$ cat src/rtl/stopwatch_ctrl.sv
// Stopwatch front-end: two debounced active-low buttons drive an IDLE/RUN/PAUSE FSM
// that gates a prescaler emitting one active-low count pulse every DIV cycles.
module stopwatch_ctrl #(
   parameter int unsigned DIV       = 500000,
   parameter int unsigned DB_CYCLES = 200000
) (
   input  logic       CP,
   input  logic       CLR,
   input  logic       invSTART,
   input  logic       invCLEAR,
   output logic       invCNT,
   output logic       CNT_CLR,
   output logic       RUNNING,
   output logic [1:0] STATE
);

   localparam int unsigned PSC_W = $clog2(DIV);
   localparam int unsigned DB_W  = $clog2(DB_CYCLES + 1);
   localparam int unsigned NBTN  = 2;
   localparam int unsigned BTN_START = 0;
   localparam int unsigned BTN_CLEAR = 1;
   localparam logic [PSC_W-1:0] PSC_MAX = PSC_W'(DIV - 1);
   localparam logic [DB_W-1:0]  DB_LAST = DB_W'(DB_CYCLES - 1);

   typedef enum logic [1:0] {
      S_IDLE  = 2'b00,
      S_RUN   = 2'b01,
      S_PAUSE = 2'b10
   } state_e;

   logic [NBTN-1:0] sync1_q, sync1_d;
   logic [NBTN-1:0] sync2_q, sync2_d;
   logic [NBTN-1:0] lvl_q,   lvl_d;
   logic [NBTN-1:0] ev_q,    ev_d;
   logic [DB_W-1:0] cnt_q [NBTN];
   logic [DB_W-1:0] cnt_d [NBTN];

   state_e           state_q, state_d;
   logic [PSC_W-1:0] psc_q,   psc_d;
   logic             invcnt_q, invcnt_d;
   logic             cnt_clr_q, cnt_clr_d;

   logic start_ev;
   logic clear_ev;

   // Synchronize, debounce and edge-detect both buttons; a level is accepted
   // only after DB_CYCLES consecutive differing samples.
   always_comb begin
      sync1_d = {invCLEAR, invSTART};
      sync2_d = sync1_q;
      lvl_d   = lvl_q;
      ev_d    = '0;
      for (int i = 0; i < int'(NBTN); i++) begin
         cnt_d[i] = '0;
         if (sync2_q[i] != lvl_q[i]) begin
            if (cnt_q[i] == DB_LAST) begin
               lvl_d[i] = sync2_q[i];
            end else begin
               cnt_d[i] = cnt_q[i] + DB_W'(1);
            end
         end
         ev_d[i] = lvl_q[i] & ~lvl_d[i];
      end
   end

   assign start_ev = ev_q[BTN_START];
   assign clear_ev = ev_q[BTN_CLEAR];

   // Next state, prescaler and output pulses; tick decision uses the pre-edge state.
   always_comb begin
      state_d   = state_q;
      psc_d     = psc_q;
      cnt_clr_d = 1'b0;
      invcnt_d  = ~((state_q == S_RUN) && (psc_q == PSC_MAX));
      case (state_q)
         S_IDLE: begin
            psc_d = '0;
            if (clear_ev) begin
               cnt_clr_d = 1'b1;
            end else if (start_ev) begin
               state_d = S_RUN;
            end
         end
         S_RUN: begin
            psc_d = (psc_q == PSC_MAX) ? '0 : psc_q + PSC_W'(1);
            if (start_ev) begin
               state_d = S_PAUSE;
            end
         end
         S_PAUSE: begin
            if (clear_ev) begin
               state_d   = S_IDLE;
               psc_d     = '0;
               cnt_clr_d = 1'b1;
            end else if (start_ev) begin
               state_d = S_RUN;
            end
         end
         default: begin
            state_d = S_IDLE;
            psc_d   = '0;
         end
      endcase
   end

   always_ff @(posedge CP) begin
      if (CLR) begin
         sync1_q   <= '1;
         sync2_q   <= '1;
         lvl_q     <= '1;
         ev_q      <= '0;
         for (int i = 0; i < int'(NBTN); i++) begin
            cnt_q[i] <= '0;
         end
         state_q   <= S_IDLE;
         psc_q     <= '0;
         invcnt_q  <= 1'b1;
         cnt_clr_q <= 1'b1;
      end else begin
         sync1_q   <= sync1_d;
         sync2_q   <= sync2_d;
         lvl_q     <= lvl_d;
         ev_q      <= ev_d;
         for (int i = 0; i < int'(NBTN); i++) begin
            cnt_q[i] <= cnt_d[i];
         end
         state_q   <= state_d;
         psc_q     <= psc_d;
         invcnt_q  <= invcnt_d;
         cnt_clr_q <= cnt_clr_d;
      end
   end

   assign invCNT  = invcnt_q;
   assign CNT_CLR = cnt_clr_q;
   assign STATE   = state_q;
   assign RUNNING = (state_q == S_RUN);

endmodule
$ cat config.mk
export PLATFORM = sky130hd
export DESIGN_NAME = stopwatch_ctrl
export DESIGN_NICKNAME = d
export VERILOG_FILES = /design/src/rtl/stopwatch_ctrl.sv
export SDC_FILE = /design/constraint.sdc
export NUM_CORES = 1
export LEC_CHECK = 0
export BUFFER_PORTS_ARGS = -buffer_cell sky130_fd_sc_hd__buf_2
export CAP_MARGIN = 20
export CORE_MARGIN = 1
export CORE_UTILIZATION = 47
export CTS_CLUSTER_SIZE = 8
export DETAILED_ROUTE_END_ITERATION = 12
export GPL_ROUTABILITY_DRIVEN = 0
export GPL_TIMING_DRIVEN = 0
export HOLD_SLACK_MARGIN = 0.08
export PLACE_DENSITY_LB_ADDON = 0.15
export REMOVE_ABC_BUFFERS = 1
export SLEW_MARGIN = 20
export SYNTH_ARGS = -nofsm -noshare
export SYNTH_HDL_FRONTEND = slang
export SYNTH_SLANG_ARGS = --single-unit
$ cat constraint.sdc
create_clock -name CP -period 3.1 [get_ports CP]
set_clock_uncertainty 0.2 [all_clocks]
set_input_delay 0.465 -clock CP [delete_from_list [all_inputs] [get_ports CP]]
set_output_delay 0.465 -clock CP [all_outputs]
set_load 0.005 [all_outputs]
# Yosys cells after proc, flatten, opt, wreduce, memory -nomap -nowiden
# Memories as Yosys holds them, arrays and structs flattened.
# Cells that the tools add are included.
dict set report op_classes {
  reduce_logical 4
  add_sub_neg 3
  n_mux 23
  bitwise 7
  eq_ne 10
}
# op n
set ops {}
lappend ops {{18-bit two-way mux} 6}
lappend ops {{19-bit two-way mux} 2}
lappend ops {{19-bit one-hot mux with 2 select lines} 1}
lappend ops {{18-bit by 1-bit adder with 18-bit output, second input constant} 2}
lappend ops {{18-bit equality test, second input constant} 2}
lappend ops {{19-bit by 1-bit adder with 19-bit output, second input constant} 1}
lappend ops {{19-bit equality test, second input constant} 1}
lappend ops {{1-bit two-way mux} 9}
lappend ops {{2-bit two-way mux} 4}
lappend ops {{2-bit one-hot mux with 3 select lines} 1}
lappend ops {{2-bit != test, second input constant} 2}
lappend ops {{1-bit inverter} 3}
lappend ops {{1-bit bitwise AND} 2}
lappend ops {{2-bit by 1-bit equality test with 1-bit output, second input constant} 1}
lappend ops {{2-bit equality test, second input constant} 1}
lappend ops {{2-bit zero test} 1}
lappend ops {{1-bit != test} 2}
lappend ops {{2-bit by 1-bit != test with 1-bit output, second input constant} 1}
lappend ops {{1-bit bitwise OR} 2}
lappend ops {{2-bit AND reduction} 1}
lappend ops {{2-bit OR reduction} 1}
lappend ops {{1-bit logical AND} 1}
dict set report word_totals {
  ramBits 36
  memories 1
  in_bits 4
  reg_bits 31
  word_cells 56
  output_inout_bits 5
}
# name words width read_ports rd_ports_with_merged_regs wr line
set mem_list {}
lappend mem_list {cnt_q 2 18 2 0 2 35} ;# logic [DB_W-1:0] cnt_q [NBTN];

# Longest topological paths before layout
# Gate-level depths: netlist of run 1.
dict set report logic_depth {
  word_depth 5
  depth_mapped 7
}

# Worst setup path before layout of run 1
# Ideal clock, no wire load.
dict set report synth_path {
  path_kind {register to register}
  startpoint {register psc_q[5]}
  endpoint {register psc_q[18]}
  n_path_buf 1
  path_stages_with_launch 7
  t_arrival_ps 1720
  path_slack_ps 1060
  cell_sequence {dfxtp_1 > buf_6 > or4_4 > nor3_4 > a31oi_4 > o211a_1 > a211o_1}
}
dict set report synth_between {
  elab_chain_cells 3
}
# element line
set synth_lines {}
lappend synth_lines {{from (decl)} 39} ;# logic [PSC_W-1:0] psc_q, psc_d;
lappend synth_lines {{from (signal assigned)} 128} ;# psc_q <= psc_d;
lappend synth_lines {{19-bit by 1-bit adder with 19-bit output / 19-bit equality test (equally long branches)} 85} ;# psc_d = (psc_q == PSC_MAX) ? '0 : psc_q + PSC_W'(1);
lappend synth_lines {{19-bit two-way mux (*)} 85}
lappend synth_lines {{19-bit one-hot mux with 2 select lines (*)} 75} ;# case (state_q)
# Every way passes the cells marked *; elsewhere a longest branch is shown, timed or not.
# A chain may end at the register's enable or synchronous reset.

==> results of run 1 <==
## power by group through the flow
stage | clock network, mW | logic [mW] | registers [mW]
2_1_floorplan | 0 | 0.00707 | 0.886
3_3_place_gp | 0 | 0.0141 | 0.886
3_5_place_dp | 0 | 0.0143 | 0.886
4_1_cts | 0.724 | 0.0144 | 0.866
5_1_grt | 0.759 | 0.0161 | 0.866
6_report | 0.705 | 0.0142 | 0.866
## cell usage after synthesis (4+ instances only)
cell type,n,area share
a211o_1,4,0.012
nor4_1,5,0.010
and4_1,5,0.015
a21oi_1,8,0.013
or2_2,4,0.0083
nand2_1,30,0.037
or3_1,4,0.0083
clkbuf_1,7,0.0087
o21ai_0,9,0.015
dfxtp_1,67,0.45
nand3_1,26,0.043
nor2_1,55,0.069
nor3_1,5,0.0083
and3_1,8,0.017
nor3b_1,4,0.010
nand4_1,15,0.031
inv_1,10,0.012
xnor2_1,14,0.041
xor2_1,23,0.067
## registers in the layout (all words and copies together), names as in the netlist
register and cells:
ev_q 2, sync1_q 2, STATE 2, invCNT 1
cnt_q 36, sync2_q 2, lvl_q 2, CNT_CLR 1
psc_q 19
## metrics by stage
step,hold WS (ps),setup WS (ps),util,std cells,power [mW]
6_report,98.7,727,0.539,431,1.59
5_1_grt,94.7,466,0.539,431,1.64
4_1_cts,89.4,717,0.539,431,1.60
3_5_place_dp,196,728,0.507,415,0.900
3_3_place_gp,192,723,0.507,415,0.900
2_1_floorplan,189,1100,-,332,0.893
## area by class of cell
class / count / area, µm² / share of cell area
Inverter: 10 / 37.5 / 0.0115
Timing Repair Buffer: 8 / 40.0 / 0.0123
Clock inverter: 7 / 68.8 / 0.0211
Clock buffer: 9 / 124 / 0.0379
Sequential cell: 67 / 1340 / 0.410
Tap cell: 75 / 93.8 / 0.0287
Multi-Input combinational cell: 255 / 1560 / 0.478
## metal layers
| layer | vias up | track usage | part of all wire |
|---|---|---|---|
| li1 | 1208 | - | - |
| met1 | 1082 | 0.234 | 0.51 |
| met2 | 24 | 0.279 | 0.44 |
| met3 | 6 | 0.0367 | 0.032 |
| met4 | 0 | 0.0947 | 0.010 |
| met5 | - | 0 | 0 |
## kinds of logic after synthesis
family,Yosys count,share of synthesized area
mux,3,0.00999
compound gates,33,0.0766
flops,67,0.446
xor+xnor,37,0.108
buf+inv,23,0.0341
simple gates,179,0.313
fa+ha+maj,3,0.0125
## worst min-delay path by stage
stage / start / endpoint / cells past startpoint
final: invCLEAR / sync1_q[1] / 2
after detailed placement: sync1_q[0] / sync2_q[0] / 1
after floorplan: sync1_q[0] / sync2_q[0] / 1
after global routing: invCLEAR / sync1_q[1] / 2
after CTS: invCLEAR / sync1_q[1] / 2
after global placement: sync1_q[1] / sync2_q[1] / 1
==> results.ini, run 1 <==
[worst_setup_path]
critical_path_depth=6
path_max_fanout=17
critPathCapture=cnt_q[0][17]
slowest_delay_ps=530
critPathSlowestCell=nand2_1
rr_worst_depth=6
r2r_slack_ps=730
crit_buf_inv=0
crit_type=flip-flop to flip-flop
worstPathCellList=ha_1 > nand3_1 > nor2_1 > nand4_1 > nand2_1 > nor2_1
crit_start=cnt_q[0][0]
reg2reg_from=cnt_q[0][0]
cp_data_required_time_ps=3110
rr_endpoint=cnt_q[0][17]
path_delay_family=simple AND/OR/NAND/NOR gates
crit_arrival_ps=2380
crit_path_end_kind=flip-flop
path_common_cell=nor2_1
startpoint_type=flip-flop

[sta]
max_freq_mhz=421
setup_tns_ps=0
slew_headroom=0.418
period_minus_slack_ps=2370
rsz0062_at_grt=false
worstMarginPinSlew_ps=865
slew_viol_final=0
hold_violations=0
period_share=0.765
setup_viol=0

[power]
clkPwrFrac=0.445
p_seq_frac=0.546
p_leak_nw=1.16
intPower_mw=1.24
combPwrFrac=0.009
max-vdd-ir-drop_mv=0.284
p_sw_mw=0.349
power.density_nw_per_um2=485
p_sw_frac=0.220

[clocking]
worstSkewPairLatency_ps=340
htreeDepth=3
cts_hold_buf=0
cts_tree=yes
clk_pin_slew_ps=80
postCtsSetupBuffers=0
ctsRootBufferMaster=clkbuf_8
clock-sinks=67
cts-resized-gates=0
clk_path_buf_depth=2
cts_buffers=9

[floorplan]
die_area_um2=6720
die_y_um=82.0
core_um2=6060
num_rows=28
start_util=0.496
boundaryPins=9
die_w_um=82.0

[layout]
final_common_cell=dfxtp_1
fin_nets=358
fill_cells=583
antenna_cells=0
final_cell_mix=dfxtp_1, nor2_1, nand2_1, nand3_1, xor2_1
area_growth_pct=8.70
final_layout_size_suffix_gt1_frac=0.104
fin_area_um2=3270

[drt]
vias=2320
first_pass_iters=4
ant_nets=0
drt-initial-drc-count=140
post_drt_wl_per_cell_um=12.7
drc_errors=0
vias_per_cell=5.38
drt-total-wl_um=5480

[global_route]
grtUsageTotal=0.180
grt_max_degree=20
grt_pass1_vias=2069
antenna_found_initial=0
grt_overflow=0
grt_pass1_wl_um=9130

[synthesis]
synth-seq-cells=67
synthFlopType=dfxtp_1
ys_types=49
synth_edf_count=0
ys_async_sr_fraction=0
avgSynthCellArea_um2=8.71
syn_area_um2=3010
synth_warnings=0
syn_inst=345
ys_seq_area_frac=0.446

[placed_design]
io_buffers=8
placed_area_um2=3080
dpl.hpwl_um=3670

[job]
cap_violations=0

[run_status]
status=finished clean

[worst_hold_path]
hp-class=input port to flip-flop

No activity file was read; power rests on OpenSTA's default activity.
==> run 2: changes to the inputs <==
- ABC_AREA: not set -> 1
- clock period: 3.1 -> 2.39 ns (I/O delays scaled with it)
==> run 2 against run 1 <==
Compared with the run above: cell area up 16%; core utilization up 0.91 points; register-to-register slack worse by 350 ps; maximum frequency up 18%; synthesized area up 14%; die area up 13%; non-clock buffer count up 2.
==> results.ini, run 2 <==
[synthesis]
synthMostInstantiatedCell=nand2_1  ; was dfxtp_1
synth_top_area_cell=dfxtp_1  ; unchanged
yosys.area.top_type_share=0.393  ; was 0.446
synth_commonest_cells=nand2_1, dfxtp_1, nor2_1  ; was dfxtp_1, nor2_1, nand2_1
synth_edf_count=0  ; unchanged
ys_seq_area_frac=0.393  ; was 0.446
syn_area_um2=3420  ; was 3010 µm²
synth-seq-cells=67  ; unchanged
synthTopCellsByArea=dfxtp_1, nand2_1, nor2_1, inv_1, a21oi_1  ; was dfxtp_1, nor2_1, xor2_1, nand3_1, xnor2_1
synthFlopType=dfxtp_1  ; unchanged
syn_inst=478  ; was 345
avgSynthCellArea_um2=7.15  ; was 8.71 µm²
ys_types=39  ; was 49
ys_async_sr_fraction=0  ; unchanged
synth_warnings=0  ; unchanged

[drt]
ant_nets=0  ; unchanged
post_drt_wl_per_cell_um=11.2  ; was 12.7 µm
drt-total-wl_um=6640  ; was 5480 µm
vias=2980  ; was 2320
drc_errors=0  ; unchanged
drt-initial-drc-count=150  ; was 140
vias_per_cell=5.03  ; was 5.38
first_pass_iters=4  ; unchanged

[sta]
hold_violations=0  ; unchanged
setup_viol=0  ; unchanged
setup_tns_ps=0  ; unchanged
slew_headroom=0.609  ; was 0.418
slew_viol_final=0  ; unchanged
fin_ws_ps=373  ; was 727 ps
worstMarginPinSlew_ps=583  ; was 865 ps
period_minus_slack_ps=2020  ; was 2370 ps
rsz0062_at_grt=false  ; unchanged
max_freq_mhz=496  ; was 421 MHz
period_share=0.844  ; was 0.765

[layout]
final_layout_size_suffix_gt1_frac=0.153  ; was 0.104
reg_top3=cnt_q (36), psc_q (19)  ; unchanged
largest_reg_flops=36  ; unchanged
regMostFlops=cnt_q  ; unchanged
fill_cells=714  ; was 583
fin_nets=499  ; was 358
final_core_util=0.548  ; was 0.539
antenna_cells=0  ; unchanged
final_cell_mix=nand2_1, dfxtp_1, nor2_1, inv_1, a21oi_1  ; was dfxtp_1, nor2_1, nand2_1, nand3_1, xor2_1
final_common_cell=nand2_1  ; was dfxtp_1
area_growth_pct=10.8  ; was 8.70%

[worst_setup_path]
path_max_fanout=13  ; was 17
crit_path_end_kind=flip-flop  ; unchanged
startpoint_type=flip-flop  ; unchanged
rr_worst_depth=6  ; unchanged
crit_arrival_ps=2090  ; was 2380 ps
crit_type=flip-flop to flip-flop  ; unchanged
r2r_slack_ps=370  ; was 730 ps
cp_data_required_time_ps=2460  ; was 3110 ps

[placed_design]
pre_cts_ws_ps=28.6  ; was 728 ps
dpl.hpwl_um=4750  ; was 3670 µm
io_buffers=8  ; unchanged

[global_route]
grt_overflow=0  ; unchanged
grt_pass1_wl_um=11800  ; was 9130 µm
grt_pass1_vias=2786  ; was 2069
antenna_found_initial=0  ; unchanged
grtUsageTotal=0.195  ; was 0.180
grt_max_degree=23  ; was 20

[floorplan]
die_area_um2=7620  ; was 6720 µm²
num_rows=30  ; was 28
start_util=0.495  ; was 0.496
die_w_um=87.3  ; was 82.0 µm
die_y_um=87.3  ; was 82.0 µm
core_um2=6910  ; was 6060 µm²
boundaryPins=9  ; unchanged

[clocking]
cts_buffers=9  ; unchanged
clk_path_buf_depth=2  ; unchanged
cts_tree=yes  ; unchanged
worstSkewPairLatency_ps=340  ; about the same
postCtsSetupBuffers=0  ; unchanged
htreeDepth=3  ; unchanged
clock-sinks=67  ; unchanged
ctsRootBufferMaster=clkbuf_8  ; unchanged
clk_pin_slew_ps=70  ; was 80 ps

[job]
cap_violations=0  ; unchanged

[power]
max-vdd-ir-drop_mv=0.288  ; was 0.284 mV
p_leak_nw=1.24  ; was 1.16 nW
power.density_nw_per_um2=602  ; was 485 nW/µm²
total_power_mw=2.28  ; was 1.59 mW

[run_status]
status=finished clean  ; unchanged

[worst_hold_path]
hp-class=flip-flop to flip-flop  ; was input port to flip-flop
worstHoldPathCells=1  ; was 2

## run 2: changes by cell type in the layout (fill, tap and decap cells not counted), sizes merged, moves of 6 or more
cell / before / now
o21ai: 9 / 19
and4: 6 / 0
and3: 9 / 0
nor3: 6 / 12
nand2: 30 / 114
xnor2: 14 / 4
nand3: 26 / 36
inv: 10 / 51
or2: 4 / 11
xor2: 23 / 10
nor2: 55 / 73
a21oi: 8 / 39
## run 2: area by class of cell
type	count	area, µm²	share of cell area
multi-input combinational	352	1830	0.483
tap	96	120	0.0317
sequential	67	1340	0.354
clock buffer	9	124	0.0327
timing repair buffer	10	60.1	0.0159
inverter	52	195	0.0515
clock inverter	7	116	0.0307
## run 2: kinds of logic after synthesis
group / share of synthesized area
compound gates: 0.107
xor+xnor: 0.0359
fa+ha+maj: 0.0110
buf+inv: 0.0725
flops: 0.393
simple gates: 0.381
## run 2: path summary, 6_finish.rpt
check,from,to
max,STATE[0],psc_q[15]
min reg2reg,sync1_q[1],sync2_q[1]
min,sync1_q[1],sync2_q[1]
max reg2reg,STATE[0],psc_q[15]
## run 2: report_power, final
group	total, mW	internal, mW	leakage [nW]	switching, mW
logic	0.0278	0.00935	0.584	0.0185
clock network	1.13	0.690	0.119	0.439
registers	1.12	1.12	0.541	0.00249
total	2.28	1.82	1.24	0.460
## run 2: per-layer routing
layer | global-route usage | routed length, µm | vias to the layer above
li1 | - | - | 1584
met1 | 0.244 | 3310 | 1353
met5 | 0 | 0 | -
met4 | 0.0805 | 89 | 0
met3 | 0.0408 | 179 | 10
met2 | 0.326 | 3050 | 33
## run 2: metrics by stage
stage	hold slack (ps)	cells	instance area, µm²
final	212	593	3790
after global routing	218	593	3790
after CTS	208	593	3790
after detailed placement	195	575	3520
after global placement	194	575	3520
after floorplan	189	471	3360
## run 2: critical path: stages, from the launching register on
cell	delay, ps
dfxtp_1	350
inv_1	70
nor2_2	440
inv_1	150
a21oi_2	440
nand3_1	140
a21oi_1	160
## run 2: timing repair
item / in CTS / in global routing
endpoints found under the setup margin: 1 / 0
gates resized for setup: 1 / 0
hold endpoints to repair: 2 / 0
hold buffers: 2 / 0
==> run 3: changes to the inputs <==
- clock period: 2.39 -> 1.8 ns (I/O delays scaled with it)
==> run 3 against run 2 <==
Compared with the run above: via count is 2.8% higher; first-iteration DRC count grew 12%; combinational power increased by 72%; sequential power increased by 33%; non-clock buffer count is 8 higher; largest cell class unchanged; largest power group unchanged; highest routed layer unchanged.
==> results.ini, run 3 (synthesized netlist as in run 2, its figures left out) <==
[power]
intPower_mw=2.42  ; was 1.82 mW
p_sw_frac=0.203  ; was 0.202
p_seq_frac=0.491  ; was 0.493
p_leak_nw=1.29  ; was 1.24 nW
power.density_nw_per_um2=763  ; was 602 nW/µm²
clkPwrFrac=0.494  ; was 0.495
combPwrFrac=0.016  ; was 0.012
max-vdd-ir-drop_mv=0.382  ; was 0.288 mV
p_sw_mw=0.617  ; was 0.460 mW

[drt]
post_drt_wl_per_cell_um=11.5  ; was 11.2 µm
vias_per_cell=5.08  ; was 5.03
vias=3063  ; was 2980
first_pass_iters=4  ; unchanged
ant_nets=0  ; unchanged
drc_errors=0  ; unchanged
drt-total-wl_um=6910  ; was 6640 µm
drt-initial-drc-count=168  ; was 150

[clocking]
clk_path_buf_depth=2  ; unchanged
clk_pin_slew_ps=70  ; about the same
clock-sinks=67  ; unchanged
worstSkewPairLatency_ps=340  ; about the same
htreeDepth=3  ; unchanged
cts_buffers=9  ; unchanged
cts_tree=yes  ; unchanged
ctsRootBufferMaster=clkbuf_8  ; unchanged

[layout]
largest_reg_flops=36  ; unchanged
area_growth_pct=16.5  ; was 10.8%
final_cell_mix=nand2_1, dfxtp_1, nor2_1, inv_1  ; was nand2_1, dfxtp_1, nor2_1, inv_1, a21oi_1
antenna_cells=0  ; unchanged
regArea_um2=1350  ; was 1340 µm²
fill_cells=683  ; was 714
final_layout_size_suffix_gt1_frac=0.193  ; was 0.153
multi_input_area_um2=1940  ; was 1830 µm²
reg_top3=cnt_q (36), psc_q (19)  ; unchanged
final_cells=603  ; was 593
regMostFlops=cnt_q  ; unchanged
final_common_cell=nand2_1  ; unchanged
fin_nets=509  ; was 499
fin_area_um2=3980  ; was 3790 µm²

[worst_setup_path]
crit_path_end_kind=flip-flop  ; unchanged
crit_arrival_ps=1730  ; was 2090 ps
crit_start=cnt_q[0][18]  ; was STATE[0]
startpoint_type=flip-flop  ; unchanged
rr_worst_depth=9  ; was 6
r2r_slack_ps=110  ; was 370 ps
rr_endpoint=cnt_q[0][20]  ; was psc_q[15]
reg2reg_from=cnt_q[0][18]  ; was STATE[0]
critPathCapture=cnt_q[0][20]  ; was psc_q[15]
cp_data_required_time_ps=1830  ; was 2460 ps
crit_type=flip-flop to flip-flop  ; unchanged
path_max_fanout=12  ; was 13

[sta]
hold_violations=0  ; unchanged
fin_ws_ps=106  ; was 373 ps
period_minus_slack_ps=1690  ; was 2020 ps
slew_headroom=0.710  ; was 0.609
max_freq_mhz=590  ; was 496 MHz
slew_viol_final=0  ; unchanged
setup_viol=0  ; unchanged
rsz0062_at_grt=false  ; unchanged
worstMarginPinSlew_ps=435  ; was 583 ps
period_share=0.941  ; was 0.844

[floorplan]
core_um2=6910  ; unchanged
start_util=0.495  ; unchanged
boundaryPins=9  ; unchanged
die_area_um2=7620  ; unchanged
die_w_um=87.3  ; unchanged
die_y_um=87.3  ; unchanged
num_rows=30  ; unchanged

[placed_design]
io_buffers=8  ; unchanged
pre_cts_ws_ps=-561  ; was 28.6 ps
dp_cells=575  ; unchanged
dpl.hpwl_um=4750  ; unchanged
placed_area_um2=3520  ; unchanged

[global_route]
grt_pass1_wl_um=11800  ; about the same
grt_overflow=0  ; unchanged
antenna_found_initial=0  ; unchanged
grtUsageTotal=0.195  ; about the same
grt_max_degree=23  ; unchanged
grt_pass1_vias=2788  ; was 2786

[run_status]
status=finished clean  ; unchanged

[job]
cap_violations=0  ; unchanged

[worst_hold_path]
worstHoldPathCells=2  ; was 1
hp-class=input port to flip-flop  ; was flip-flop to flip-flop

run 3: power by group through the flow:
stage / combinational [mW] / clock [mW] / sequential, mW
after global placement: 0.0345 / 0 / 1.53
after floorplan: 0.0174 / 0 / 1.53
final: 0.0479 / 1.50 / 1.49
after detailed placement: 0.0344 / 0 / 1.53
after CTS: 0.0385 / 1.55 / 1.49
after global routing: 0.0523 / 1.60 / 1.49
run 3: worst min path at each step:
stage	startpoint	end	slack [ps]
3_3_place_gp	sync1_q[1]	sync2_q[1]	190
2_1_floorplan	CLR	psc_q[5]	130
6_report	CLR	psc_q[5]	140
4_1_cts	CLR	psc_q[5]	120
5_1_grt	CLR	psc_q[5]	150
3_5_place_dp	sync1_q[1]	sync2_q[1]	190
run 3: area by class of cell:
class | instances | area share
tap | 96 | 0.0302
clock inverter | 7 | 0.0292
multi-input combinational | 354 | 0.487
timing repair buffer | 18 | 0.0333
inverter | 52 | 0.0509
clock buffer | 9 | 0.0311
sequential | 67 | 0.338
run 3: repair_timing:
item                                   4_1_cts  5_1_grt
setup endpoints to repair                   30       45
endpoints found under the hold margin        2        0
hold buffers                                 2        0
resized for setup                            5       18
setup buffers                                0        8
cloned                                       0        2
pin swaps                                    0        7
run 3: metrics by stage:
step	utilization	setup TNS (ps)	hold slack (ps)	total power [mW]
final	0.576	0	145	3.04
after global routing	0.576	0	154	3.14
after CTS	0.552	0	120	3.07
after detailed placement	0.510	-6380	195	1.56
after global placement	0.510	-5210	194	1.56
after floorplan	-	0	132	1.54
run 3: worst max-delay path, stage by stage, from the launching register on:
cell and delay [ps]:
dfxtp_2 340, ha_2 180, nand2_1 90, nor2_4 150
inv_1 60, nor2_2 120, nand3_2 150, nand2_8 130
buf_12 130, nor3b_1 50
run 3: layer usage:
| metal | track usage | vias up | wire, µm |
|---|---|---|---|
| li1 | - | 1610 | - |
| met1 | 0.244 | 1412 | 3400 |
| met2 | 0.327 | 29 | 3240 |
| met3 | 0.0408 | 12 | 162 |
| met4 | 0.0805 | 0 | 107 |
| met5 | 0 | - | 0 |
